File: src/rtl/mips_pkg.sv
// Shared definitions for the fetch path.
//   ADDR_W / INSTR_W : address and instruction widths
//   PC_INC           : byte distance between consecutive instructions
//   fq_entry_t       : one fetch-queue entry {instr, pc}
package mips_pkg;

  localparam int ADDR_W  = 32;
  localparam int INSTR_W = 32;

  localparam logic [ADDR_W-1:0] PC_INC = 32'd4;

  typedef struct packed {
    logic [INSTR_W-1:0] instr;
    logic [ADDR_W-1:0]  pc;
  } fq_entry_t;

  localparam int ENTRY_W = $bits(fq_entry_t);

endpackage

File: src/rtl/fq_storage.sv
// Register array backing the fetch queue. No reset: every entry is written
// before it can be read as valid, and the top masks invalid slots.
//   clk_sys           : clock
//   we0 / we1         : write enables for entry wr_addr and wr_addr+1
//   wr_addr           : base write address
//   wr_data0/wr_data1 : entries written at wr_addr / wr_addr+1
//   rd_addr           : base read address
//   rd_data0/rd_data1 : asynchronous reads of rd_addr / rd_addr+1
module fq_storage
  import mips_pkg::*;
#(
  parameter int DEPTH = 8,
  parameter int PTR_W = $clog2(DEPTH)
) (
  input  logic               clk_sys,
  input  logic               we0,
  input  logic               we1,
  input  logic [PTR_W-1:0]   wr_addr,
  input  logic [ENTRY_W-1:0] wr_data0,
  input  logic [ENTRY_W-1:0] wr_data1,
  input  logic [PTR_W-1:0]   rd_addr,
  output logic [ENTRY_W-1:0] rd_data0,
  output logic [ENTRY_W-1:0] rd_data1
);

  fq_entry_t        mem [DEPTH];
  logic [PTR_W-1:0] wr_addr1;
  logic [PTR_W-1:0] rd_addr1;

  // Power-of-two depth: +1 wraps naturally in PTR_W bits.
  assign wr_addr1 = wr_addr + PTR_W'(1);
  assign rd_addr1 = rd_addr + PTR_W'(1);

  always_ff @(posedge clk_sys) begin
    if (we0) mem[wr_addr]  <= wr_data0;
    if (we1) mem[wr_addr1] <= wr_data1;
  end

  assign rd_data0 = mem[rd_addr];
  assign rd_data1 = mem[rd_addr1];

endmodule

File: src/rtl/fetch_queue.sv
// Decoupled instruction fetch queue. Owns the fetch PC, enqueues up to
// FETCH_W instructions per cycle from instruction memory, and presents up to
// DRAIN_W in-order instructions to decode, which pops them by count.
// Occupancy is implicit: FILLING while free > 0, FULL when free == 0.
//   CLK, RESET            : clock, async active-low reset
//   Instr_address_2IM     : fetch PC (registered)
//   Instr1_fIM/Instr2_fIM : IM words at PC and PC+4
//   fetch_valid_fIM       : both IM words valid this cycle
//   Request_Alt_PC/Alt_PC : flush and restart fetch at Alt_PC
//   deq_count             : instructions consumed by decode this cycle
//   out_valid             : per-slot valid for the two output slots
//   Instr_OUT0/1, PC_OUT0/1 : head and head+1 (zero when invalid)
//   count                 : occupied entries
module fetch_queue
  import mips_pkg::*;
#(
  parameter int              DEPTH    = 8,
  parameter int              FETCH_W  = 2,
  parameter int              DRAIN_W  = 2,
  parameter logic [31:0]     RESET_PC = 32'hBFC00000
) (
  input  logic                       CLK,
  input  logic                       RESET,
  output logic [ADDR_W-1:0]          Instr_address_2IM,
  input  logic [INSTR_W-1:0]         Instr1_fIM,
  input  logic [INSTR_W-1:0]         Instr2_fIM,
  input  logic                       fetch_valid_fIM,
  input  logic                       Request_Alt_PC,
  input  logic [ADDR_W-1:0]          Alt_PC,
  input  logic [1:0]                 deq_count,
  output logic [1:0]                 out_valid,
  output logic [INSTR_W-1:0]         Instr_OUT0,
  output logic [INSTR_W-1:0]         Instr_OUT1,
  output logic [ADDR_W-1:0]          PC_OUT0,
  output logic [ADDR_W-1:0]          PC_OUT1,
  output logic [$clog2(DEPTH):0]     count
);

  localparam int PTR_W = $clog2(DEPTH);
  localparam int CNT_W = PTR_W + 1;

  logic [PTR_W-1:0]  rd_ptr;
  logic [PTR_W-1:0]  wr_ptr;
  logic [CNT_W-1:0]  count_q;
  logic [CNT_W-1:0]  free;
  logic [ADDR_W-1:0] pc_q;
  logic [1:0]        enq_n;
  logic [1:0]        valid_slots;
  logic [1:0]        deq_eff;
  fq_entry_t         wr_e0;
  fq_entry_t         wr_e1;
  fq_entry_t         rd_e0;
  fq_entry_t         rd_e1;

  // Space comes from the registered count only, so deq_count never reaches
  // the fetch decision combinationally.
  assign free = CNT_W'(DEPTH) - count_q;

  always_comb begin
    enq_n = 2'd0;
    if (!Request_Alt_PC && fetch_valid_fIM) begin
      if (FETCH_W == 2 && free >= CNT_W'(2)) enq_n = 2'd2;
      else if (free != '0)                   enq_n = 2'd1;
    end
  end

  assign out_valid[0] = (count_q != '0);
  assign out_valid[1] = (DRAIN_W == 2) && (count_q >= CNT_W'(2));
  assign valid_slots  = {1'b0, out_valid[0]} + {1'b0, out_valid[1]};

  // Over-popping is a decode bug; clamp so the queue state stays coherent.
  assign deq_eff = (deq_count > valid_slots) ? valid_slots : deq_count;

  always_ff @(posedge CLK or negedge RESET) begin
    if (!RESET) begin
      pc_q    <= RESET_PC;
      count_q <= '0;
      rd_ptr  <= '0;
      wr_ptr  <= '0;
    end else if (Request_Alt_PC) begin
      pc_q    <= Alt_PC;
      count_q <= '0;
      rd_ptr  <= '0;
      wr_ptr  <= '0;
    end else begin
      pc_q    <= pc_q + PC_INC * ADDR_W'(enq_n);
      wr_ptr  <= wr_ptr + PTR_W'(enq_n);
      rd_ptr  <= rd_ptr + PTR_W'(deq_eff);
      count_q <= count_q + CNT_W'(enq_n) - CNT_W'(deq_eff);
    end
  end

  always_comb begin
    wr_e0       = '0;
    wr_e1       = '0;
    wr_e0.instr = Instr1_fIM;
    wr_e0.pc    = pc_q;
    wr_e1.instr = Instr2_fIM;
    wr_e1.pc    = pc_q + PC_INC;
  end

  fq_storage #(
    .DEPTH (DEPTH)
  ) u_storage (
    .clk_sys  (CLK),
    .we0      (enq_n != 2'd0),
    .we1      (enq_n == 2'd2),
    .wr_addr  (wr_ptr),
    .wr_data0 (wr_e0),
    .wr_data1 (wr_e1),
    .rd_addr  (rd_ptr),
    .rd_data0 (rd_e0),
    .rd_data1 (rd_e1)
  );

  assign Instr_address_2IM = pc_q;
  assign count             = count_q;
  assign Instr_OUT0        = out_valid[0] ? rd_e0.instr : '0;
  assign PC_OUT0           = out_valid[0] ? rd_e0.pc    : '0;
  assign Instr_OUT1        = out_valid[1] ? rd_e1.instr : '0;
  assign PC_OUT1           = out_valid[1] ? rd_e1.pc    : '0;

`ifndef SYNTHESIS
  always @(posedge CLK) begin
    if (RESET && !Request_Alt_PC)
      assert (deq_count <= valid_slots)
        else $error("fetch_queue: deq_count %0d exceeds valid slots %0d",
                    deq_count, valid_slots);
  end
`endif

endmodule
File: config.mk
export PLATFORM = sky130hd
export DESIGN_NAME = fetch_queue
export DESIGN_NICKNAME = d
export VERILOG_FILES = /design/src/rtl/mips_pkg.sv /design/src/rtl/fq_storage.sv /design/src/rtl/fetch_queue.sv
export SDC_FILE = /design/constraint.sdc
export NUM_CORES = 1
export LEC_CHECK = 0
export BUFFER_PORTS_ARGS = -buffer_cell sky130_fd_sc_hd__buf_4
export CAP_MARGIN = 20
export CORE_UTILIZATION = 33
export DETAILED_ROUTE_END_ITERATION = 10
export GPL_TIMING_DRIVEN = 0
export PLACE_DENSITY_LB_ADDON = 0.1
export SLEW_MARGIN = 20
export SYNTH_ARGS = -nofsm -noshare
export SYNTH_HDL_FRONTEND = slang
export SYNTH_HIERARCHICAL = 1
export SYNTH_SLANG_ARGS = --single-unit
File: constraint.sdc
create_clock -name CLK -period 7.9 [get_ports CLK]
set_input_delay 1.58 -clock CLK [delete_from_list [all_inputs] [get_ports CLK]]
set_output_delay 1.58 -clock CLK [all_outputs]
set_load 0.005 [all_outputs]
After elaboration in Yosys (flattened, before gate mapping)
Memories as Yosys holds them, arrays and structs flattened.
Cells that the tools add are included.
{"block": "op_classes", "shift": 0, "add_sub_neg": 10, "reduce_logical": 5, "div": 0, "magnitude_cmp": 3, "n_mul": 0, "eq_ne": 1, "n_bitwise": 0, "muxes": 16}
{"op": "$mux W32", "count": 5}
{"op": "$add A32 B3 Y32 const B", "count": 1}
{"op": "$add A32 B4 Y32", "count": 1}
{"op": "$ge A4 B2 Y1 const B", "count": 2}
{"op": "$reduce_bool A4 Y1", "count": 2}
{"op": "$add A3 B1 Y3 const B", "count": 2}
{"op": "$add A3 B2 Y3", "count": 2}
{"op": "$mux W2", "count": 3}
{"op": "$mux W3", "count": 2}
{"op": "$mux W1", "count": 5}
{"op": "$add A4 B2 Y4", "count": 1}
{"op": "$mux W4", "count": 1}
{"op": "$sub A4 B2 Y4", "count": 1}
{"op": "$sub A4 B4 Y4 const A", "count": 1}
{"op": "$add A1 B1 Y2", "count": 1}
{"op": "$eq A2 B2 Y1 const B", "count": 1}
{"op": "$gt A2 B2 Y1", "count": 1}
{"op": "$reduce_bool A2 Y1", "count": 1}
{"op": "$logic_and A1 B1 Y1", "count": 1}
{"op": "$logic_not A1 Y1", "count": 1}
{"block": "word_totals", "mem_count": 1, "mem_bits_rw": 512, "ff_bits": 42, "latchBits": 0, "input_bits": 102, "romBits": 0}
{"memory": "u_storage.mem", "depth": 8, "word_bits": 64, "read_ports": 2, "rd_ports_with_merged_regs": 0, "wr": 2, "line_no": "fq_storage.sv:26", "rtl": "fq_entry_t mem [DEPTH];"}

Longest topological paths before layout
{"block": "depth", "word_depth": 8, "mapped_depth": 19}

By module
Netlist, hierarchy kept.
{"module": "fq_storage", "area_each_um2": 30202.7, "cells_each": 2011, "instances": 1}
{"module": "fetch_queue", "area_each_um2": 4010.1, "cells_each": 514, "instances": 1}

Worst setup path after synthesis
Ideal clock, no wire load.
{"block": "synth_timing", "path_type": "input-to-reg", "startpoint": "in Request_Alt_PC", "endpoint": "mem u_storage/mem[2][0] in the netlist's numbering, enable pin", "setup_ps": 584, "t_arrival_ps": 6841, "required_time_ps": 7316, "cell_stages": 5, "setup_slack_ps": 474, "path_cell_list": "inv_1 nand2_1 a21oi_1 nand2_1 o32ai_1"}
{"item": "start, declared", "line_no": "fetch_queue.sv:28", "rtl": "input logic Request_Alt_PC,"}
{"item": "end, declared", "line_no": "fq_storage.sv:26"}

==> flow_summary.json <==
{
  "yosysUniqueCellTypes": 56,
  "layout_worst_path_cycle_share_pct": 80.27,
  "synth_flop_cell": "edfxtp_1",
  "detail_route.wirelength_um": 133500,
  "gr-total-overflow": 0,
  "finalWeightedCongestion": 0.8558,
  "vias_in_the_first_global_route": 26070,
  "timing.final.ws_setup_ns": 1.558,
  "final_hold_viol_count": 0,
  "antenna_violating_nets_post_route": 0,
  "fin_util_pct": 40.27,
  "synth_seq_cells": 554,
  "synth_cells": 2525,
  "final.min_clock_period_ns": 6.342,
  "crit_path_max_fanout": 10,
  "critical_path_required_ns": 6.32,
  "synth_common_cells": "mux2_2 (579), edfxtp_1 (512), nor2b_1 (200), and3_1 (132)",
  "synthMostInstantiatedCell": "mux2_2",
  "ioPinCount": 268,
  "timing_worst_slew_pin_value_ns": 1.117,
  "grt_antenna_before_repair": 7,
  "crit_path_start_kind": "flop",
  "timing.fmax_mhz": 157.7,
  "worstPathCellList": "ha_1 -> buf_2 -> buf_2 -> buf_2 -> buf_2 -> mux2i_1 -> and3_1 -> nor4_1 -> nor2b_1 -> buf_4",
  "seqCellArea_um2": 16440,
  "power.ir.vdd_worst_v": 0.0002107,
  "detailed_place_hpwl_um": 93120,
  "max-cap-violations": 0,
  "critical-path-top-cell-by-count": "buf_2",
  "globalRouteTotalUtil_pct": 25.13,
  "drt-pass1-iter-count": 6,
  "drive_above_1_share_pct": 41.82,
  "arr_time_crit_path_ns": 4.76,
  "ctsHoldBuffers": 0,
  "synth.net_count": 2651,
  "static-leakage-power_nw": 14.34,
  "dr_total_vias": 24840,
  "r2r-start": "count[1]",
  "remaining_drc_errors": 0,
  "chipWidth_um": 324.0,
  "min-delay-start": "Instr_address_2IM[25]",
  "timing.final.max_slew_violations": 0,
  "cts_max_level": 3,
  "critPathBufInv": 5,
  "fillerInstances": 9627,
  "clkTransAtPathRegs_ns": 0.05,
  "asyncSetResetFlopFracSynth_pct": 7.581,
  "post_cts.resized_instances": 0,
  "design.core.area_um2": 102300,
  "setup_repair_after_global_routing_missed_its_margin": "no",
  "vias_per_std_cell": 5.734,
  "synth.avg_cell_area_um2": 13.55,
  "ys_seq_area_share_pct": 48.04,
  "cts.sink_count": 554,
  "clk_root_buffer_cell": "clkbuf_16",
  "slew-limit-headroom_pct": 24.99,
  "numCtsBuffers": 71,
  "postcts_setup_bufs": 0,
  "worst_setup_path_end_kind": "primary output",
  "clock_latency_ns": 0.61,
  "dieArea_um2": 105000,
  "port_buffers": 267,
  "post-synth-top-area-cell": "edfxtp_1",
  "yosys_warnings": 6,
  "timing.critical_path.max_delay_family": "buffers and inverters",
  "yosys.area.top_type_share_pct": 44.94,
  "design_power_total_mw": 13.96,
  "clk_path_buf_depth": 3,
  "rows": 117,
  "cts_tree": "built",
  "first_iter_violations": 2153,
  "edff_count_synth": 512,
  "timing.clock.skew_ns": 0.02273,
  "p_per_area_nw_per_um2": 338.9,
  "post_syn_area_um2": 34210,
  "multi_input_area_um2": 16800,
  "design.final.nets": 3034,
  "setup-tns-final_ns": 0,
  "synth_area_leaders": "edfxtp_1 (45%), mux2_2 (19%), mux4_2 (8.4%)",
  "global_route_wire_length_before_repair_um": 188500,
  "slowest_delay_ns": 0.79,
  "place_worst_setup_slack_ns": 2.360,
  "timing.final.setup_violations": 0,
  "routed_wire_length_per_instance_um": 30.81,
  "worstSetupStartpoint": "rd_ptr[0]",
  "cp_slowest_cell": "nor4_1",
  "areaGrowthSynthToFinish_pct": 20.44,
  "grt_max_degree": 43,
  "effective_utilization_at_floorplan_pct": 33.43,
  "status": "completed",
  "chipHeight_um": 324.0,
  "min-delay-path-class": "reg2reg",
  "path_type_of_the_worst_setup_path": "reg2out"
}
## flip-flops by register name, indices dropped and copies added (netlist names)
name	flops
Instr_address_2IM	32
u_storage/mem	512
wr_ptr	3
rd_ptr	3
count	4
## report_power, final
group | switching, mW | leakage, nW | internal (mW)
logic | 4.09 | 8.10 | 3.00
registers | 0.189 | 5.16 | 3.51
clock network | 1.28 | 1.08 | 1.90
total | 5.56 | 14.3 | 8.41
## tightest hold or removal path, delay by kind of cell (launching register included)
family	cells	cell delay [ns]
AO/OA/AOI/OAI	2	0.18
flip-flops	1	0.45
## metal layers
layer / vias to the layer above / part of all wire (%) / routed length (µm) / global-route usage, %
met5: - / 0.020 / 27 / 0
met4: 4 / 3.2 / 4296 / 8.952
met3: 219 / 6.3 / 8448 / 3.983
met2: 1014 / 48 / 64370 / 42.03
met1: 12840 / 42 / 56310 / 32.81
li1: 10770 / - / - / -
## cells in the final DEF, fill, tap and decap left out, types with 27 or more instances in the layout
cell | synthesis | layout
a2111oi_0 | 128 | 128
and2_1 | 67 | 67
and3_1 | 132 | 132
buf_2 | 83 | 83
buf_4 | 11 | 278
clkbuf_1 | 122 | 138
clkbuf_16 | 0 | 71
dfrtp_1 | 33 | 33
edfxtp_1 | 512 | 512
mux2_2 | 579 | 579
mux2i_1 | 128 | 128
mux4_2 | 128 | 128
nand2_1 | 46 | 46
nor2_1 | 28 | 28
nor2b_1 | 200 | 200
nor4_1 | 70 | 69
xnor2_1 | 27 | 27
## final timing paths
path	to	slack, ns	cells past startpoint
setup / recovery	PC_OUT1[23]	1.56	10
hold / removal	Instr_address_2IM[25]	0.63	2
setup reg to reg	u_storage/mem[3][46]	3.26	12
hold reg to reg	Instr_address_2IM[25]	0.63	2
max in group asynchronous	Instr_address_2IM[1]	6.42	1
min in group asynchronous	Instr_address_2IM[20]	1.00	1
## metrics by stage
step | cells | hold slack [ns] | area [µm²]
after floorplan | 2525 | 0.4960 | 34210
after global routing | 4330 | 0.6740 | 41200
after CTS | 4326 | 0.6270 | 41190
after detailed placement | 4203 | 0.6156 | 38980
final | 4332 | 0.6324 | 41210
after global placement | 4160 | 0.6090 | 37930
## area by class of cell
| type | count | area share (%) |
|---|---|---|
| sequential | 554 | 39.89 |
| tap | 1368 | 4.154 |
| clock inverter | 28 | 0.6984 |
| clock buffer | 95 | 4.676 |
| multi-input combinational | 1719 | 40.77 |
| inverter | 23 | 0.2095 |
| buffer | 229 | 2.447 |
| antenna | 6 | 0.03644 |
| timing repair buffer | 310 | 7.120 |
## logic make-up (layout without fill, tap and decap cells)
logic type | Yosys count | count (layout) | synth area share [%]
DFF | 554 | 554 | 48.04
adders and majority gates | 24 | 24 | 0.9874
and+or+nand+nor | 631 | 631 | 10.97
muxes | 835 | 835 | 31.23
buffers and inverters | 252 | 685 | 3.193
other | 0 | 6 | 0
xor gates and xnor gates | 47 | 47 | 1.247
AOI/OAI and AO/OA | 182 | 182 | 4.330
Power figures use the tool's default switching activity.
